<file path="src/rtl/impulse_train_generator_if.sv">
// Command channel for the impulse train generator.
// Producer drives H/L/R with active-low dav_, consumer returns rfd.
interface impulse_train_generator_if #(
  parameter int W_LEN = 8,
  parameter int W_REP = 4
);
  logic [W_LEN-1:0] high_len;
  logic [W_LEN-1:0] low_len;
  logic [W_REP-1:0] rep;
  logic             dav_;
  logic             rfd;

  modport master (
    output high_len,
    output low_len,
    output rep,
    output dav_,
    input  rfd
  );

  modport slave (
    input  high_len,
    input  low_len,
    input  rep,
    input  dav_,
    output rfd
  );
endinterface

</file>
<file path="src/rtl/impulse_train_generator.sv">
// Impulse train generator: R impulses, H clocks high,
// separated by L clocks low, one command per /dav-rfd handshake.
module impulse_train_generator #(
  parameter int W_LEN = 8,
  parameter int W_REP = 4
) (
  input  logic                 clock,
  input  logic                 reset_,
  impulse_train_generator_if.slave cmd,
  output logic                 out,
  output logic                 busy,
  output logic [W_REP-1:0]     pulses_left
);

  typedef enum logic [1:0] {
    IDLE,
    HIGH,
    LOW,
    WAIT_DAV
  } state_t;

  state_t           state;
  logic [W_LEN-1:0] h_q;
  logic [W_LEN-1:0] l_q;
  logic [W_LEN-1:0] cnt;
  logic             rfd_q;

  localparam logic [W_LEN-1:0] LEN_ONE = W_LEN'(1);
  localparam logic [W_REP-1:0] REP_ONE = W_REP'(1);

  assign cmd.rfd = rfd_q;

  // Handshake, phase counting and registered outputs.
  always_ff @(posedge clock or negedge reset_) begin
    if (!reset_) begin
      state       <= IDLE;
      h_q         <= '0;
      l_q         <= '0;
      cnt         <= '0;
      rfd_q       <= 1'b1;
      out         <= 1'b0;
      busy        <= 1'b0;
      pulses_left <= '0;
    end else begin
      unique case (state)
        IDLE: begin
          if (!cmd.dav_) begin
            h_q   <= cmd.high_len;
            l_q   <= cmd.low_len;
            rfd_q <= 1'b0;
            if (cmd.high_len == '0 || cmd.rep == '0) begin
              pulses_left <= '0;
              state       <= WAIT_DAV;
            end else begin
              out         <= 1'b1;
              busy        <= 1'b1;
              pulses_left <= cmd.rep;
              cnt         <= cmd.high_len;
              state       <= HIGH;
            end
          end
        end
        HIGH: begin
          if (cnt == LEN_ONE) begin
            pulses_left <= pulses_left - REP_ONE;
            if (pulses_left == REP_ONE) begin
              out   <= 1'b0;
              busy  <= 1'b0;
              state <= WAIT_DAV;
            end else if (l_q != '0) begin
              out   <= 1'b0;
              cnt   <= l_q;
              state <= LOW;
            end else begin
              cnt <= h_q;
            end
          end else begin
            cnt <= cnt - LEN_ONE;
          end
        end
        LOW: begin
          if (cnt == LEN_ONE) begin
            out   <= 1'b1;
            cnt   <= h_q;
            state <= HIGH;
          end else begin
            cnt <= cnt - LEN_ONE;
          end
        end
        WAIT_DAV: begin
          if (cmd.dav_) begin
            rfd_q <= 1'b1;
            state <= IDLE;
          end
        end
        default: state <= IDLE;
      endcase
    end
  end

endmodule

</file>
<file path="src/flat_wrapper.sv">
// flat-port wrapper written by rule: the top's interface ports become plain ports
module impulse_train_generator_flat 
#(
  parameter int W_LEN = 8,
  parameter int W_REP = 4
)
  (clock, reset_, out, busy, pulses_left, cmd_high_len, cmd_low_len, cmd_rep, cmd_dav_, cmd_rfd);
  impulse_train_generator_if #(.W_LEN(W_LEN), .W_REP(W_REP)) cmd_i ();
  input  logic clock;
  input  logic reset_;
  output logic out;
  output logic busy;
  output logic [W_REP-1:0] pulses_left;
  input wire logic [$bits(cmd_i.high_len)-1:0] cmd_high_len;
  input wire logic [$bits(cmd_i.low_len)-1:0] cmd_low_len;
  input wire logic [$bits(cmd_i.rep)-1:0] cmd_rep;
  input wire logic [$bits(cmd_i.dav_)-1:0] cmd_dav_;
  output wire logic [$bits(cmd_i.rfd)-1:0] cmd_rfd;
  assign cmd_i.high_len = cmd_high_len;
  assign cmd_i.low_len = cmd_low_len;
  assign cmd_i.rep = cmd_rep;
  assign cmd_i.dav_ = cmd_dav_;
  assign cmd_rfd = cmd_i.rfd;
  impulse_train_generator #(.W_LEN(W_LEN), .W_REP(W_REP)) u_core (.clock(clock), .reset_(reset_), .cmd(cmd_i), .out(out), .busy(busy), .pulses_left(pulses_left));
endmodule
</file>
<file path="config.mk">
export PLATFORM = sky130hd
export DESIGN_NAME = impulse_train_generator_flat
export DESIGN_NICKNAME = d
export VERILOG_FILES = /design/src/rtl/impulse_train_generator_if.sv /design/src/rtl/impulse_train_generator.sv /design/src/flat_wrapper.sv
export SDC_FILE = /design/constraint.sdc
export NUM_CORES = 1
export LEC_CHECK = 0
export BUFFER_PORTS_ARGS = -buffer_cell sky130_fd_sc_hd__buf_2
export CORE_MARGIN = 8
export CORE_UTILIZATION = 57
export CTS_CLUSTER_SIZE = 30
export DETAILED_ROUTE_END_ITERATION = 8
export PLACE_DENSITY = 0.81
export SLEW_MARGIN = 10
export SYNTH_ARGS = -nofsm -noshare
export SYNTH_HDL_FRONTEND = slang
export SYNTH_SLANG_ARGS = --single-unit
export TNS_END_PERCENT = 1
</file>
<file path="constraint.sdc">
create_clock -name clock -period 2.7 [get_ports clock]
set_input_delay 0.27 -clock clock [delete_from_list [all_inputs] [get_ports clock]]
set_output_delay 0.27 -clock clock [all_outputs]
set_load 0.03 [all_outputs]
</file>
==> results by group <==
Outcome
  • Outcome: finished, final reports clean

Worst setup path
  • Critical Path AT: 2470 ps
  • Reg2reg start: u_core.state[0]
  • Crit. Startpoint: u_core.state[0]
  • CP Max Fanout: 12
  • CP Data Required Time: 2870 ps
  • WS Path Type: flop to flop
  • Worst Setup End Kind: flop
  • Startpoint types: flop

Floorplanning
  • Starting Density: 0.5878
  • Die width: 77.21 um
  • Die area: 0.005961 mm2
  • Core area: 0.003633 mm2
  • # rows: 22
  • Die H: 77.21 um
  • IO Pins: 30

Detailed routing
  • Total number of vias: 1939
  • Post-Route WL: 5115 um
  • Initial DRC count: 178
  • Antenna-violating nets left: 0
  • Post-DR wirelength/cell: 15.31 um
  • DRT Pass-1 Iters: 7
  • Vias per cell: 5.805
  • DRC: 0

Global route
  • Initial antenna violation count: 0
  • Overall routing resource usage: 0.1785
  • Vias in the first global route: 1897
  • Global-route wire length before repair: 8790 um
  • Largest net degree at the start of global routing: 34
  • Grt ovf: 0

Pwr
  • Worst VDD drop: 547.3 uV
  • Pwr/cell area: 1281 mW/mm2
  • Tot Pwr: 3.081 mW
  • Pleak: 1.131 nW

Synthesis
  • Syn_nets: 284
  • Syn_area_per_cell: 8.442 um2
  • Post-synth EDFFs: 0
  • Area fraction of the dominant cell type after synthesis: 0.3749
  • Synth warnings: 0
  • Synth top area cells: dfrtp_1, nand2_1, ha_1
  • Post-Syn Area: 0.002136 mm2
  • Sequential cell area fraction in the yosys report: 0.3872
  • Post-synthesis async set-or-reset flop share: 1.000
  • Number of synthesized register bits: 33
  • Synth Flop Type: dfrtp_1
  • Number of library cell types mapped by synthesis: 58
  • Syn Inst Count: 253
  • Yosys top cell by area: dfrtp_1

Placement
  • Port Buf Inserts: 29
  • HPWL after detailed placement: 3883 um
  • RePlAce Congestion: 1.017

Clock network
  • CTS HTree Levels: 2
  • Worst-path clk slew: 60 ps
  • Post-CTS Setup Bufs: 0
  • Root Driver: clkbuf_8
  • CTS Buf Count: 5
  • Cts hold-fix bufs: 0
  • CTS sink cnt: 33
  • Worst skew pair latency: 280 ps
  • Post_cts resized: 0
  • CTS tree: done
  • CTS Buffer Depth: 2

Timing
  • RSZ-0062 raised after global routing: no
  • Peak Freq: 0.4343 GHz
  • Rel. slew slack: 0.4831
  • Count of final hold-check violations: 0
  • Tcrit/Tclk final: 0.8528
  • Setup TNS: 0 ps
  • Final setup vio count: 0
  • Slew Viols, Final: 0
  • Worst Skew: 1.871 ps
  • Fin crit period: 2302 ps
  • Worst Tran Pin Value: 770.1 ps

Run
  • Max cap viols: 0

Layout
  • Share of cells above drive strength 1: 0.1993
  • Syn-to-layout area delta: 12.60%
  • Commonest non-fill, non-tap cell in the layout: nand2_1
  • Most frequent cells in the layout: nand2_1, dfrtp_1, buf_2
  • # diodes: 0
  • Layout Nets: 316

Hold path
  • Hold/Removal Path Class: input pin to async pin
[critical path: stages, from the launching register on]
cell      delay [ps]
dfrtp_1          380
inv_1             80
ha_1             410
clkinv_1         190
nor2_1            90
o21ai_1          630
mux2_2           410
[cells in the mapped netlist, drive strengths merged, types with 2 or more instances]
cell / instances
nand2: 61
dfrtp: 32
nor2: 18
o21ai: 15
a21oi: 13
inv: 12
ha: 8
clkbuf: 7
a31oi: 6
nand2b: 6
nor3: 5
nor4: 5
a211oi: 4
buf: 4
a21o: 3
a221oi: 3
a22oi: 3
and2: 3
nand3: 3
nor3b: 3
o21a: 3
o31a: 3
a211o: 2
a311oi: 2
mux2: 2
mux2i: 2
o2bb2ai: 2
or4: 2
xor2: 2
[registers in the layout, summed over array words and instances (netlist names)]
register and count:
u_core.l_q 8, u_core.cmd.rfd 1, u_core.cnt 8, u_core.h_q 8, u_core.state 2, u_core.out 1, u_core.busy 1, u_core.pulses_left 4
[layer usage]
metal	part of all wire	track usage	up-vias
li1	-	-	953
met1	0.45	0.2325	907
met2	0.48	0.2713	67
met3	0.055	0.04196	12
met4	0.017	0.08302	0
met5	0	0	-
[final cells by class]
type / instances / area (um2)
Sequential cell: 33 / 827.0
Multi-Input combinational cell: 196 / 1189
Tap cell: 48 / 60.06
Inverter: 13 / 48.80
Timing Repair Buffer: 36 / 197.7
Clock buffer: 6 / 72.57
Clock inverter: 2 / 10.01
Fill cell: 344 / 1229
[final timing paths]
kind	to	slack, ps	depth (start not counted)
worst max-delay path	u_core.cnt[4]	400	6
worst max register to register	u_core.cnt[4]	400	6
min in group clock	u_core.l_q[4]	170	3
worst min-delay path	u_core.h_q[0]	40	1
worst min register to register	u_core.busy	490	1
max in group asynchronous	u_core.cnt[6]	2190	1
[report_power, final]
group	internal [mW]	leakage (nW)	switching, mW	total (mW)
logic	0.703	0.691	1.04	1.74
clock network	0.178	0.0450	0.174	0.352
registers	0.742	0.395	0.243	0.985
[cell families (layout without fill, tap and decap cells)]
family	after synthesis	in the layout	share of synthesized area
AND/OR/NAND/NOR	113	113	0.2543
AO/OA/AOI/OAI	68	68	0.2232
adder cells (fa/ha/maj)	8	8	0.04687
multiplexers	4	4	0.01992
XOR/XNOR	3	3	0.01230
buffers and inverters	24	57	0.05624
flip-flops	33	33	0.3872
[stage by stage]
stage	instance area, um2	std cells	setup WS, ps	hold slack [ps]	utilization
floorplan	2136	253	752.1	-25.59	-
global placement	2322	326	523.4	372.2	0.6391
detailed placement	2322	326	455.5	368.0	0.6391
CTS	2405	334	442.0	63.39	0.6618
global route	2405	334	261.0	100.5	0.6618
finish	2405	334	397.6	39.43	0.6618
Note: power is estimated with default switching activity, not from simulation.
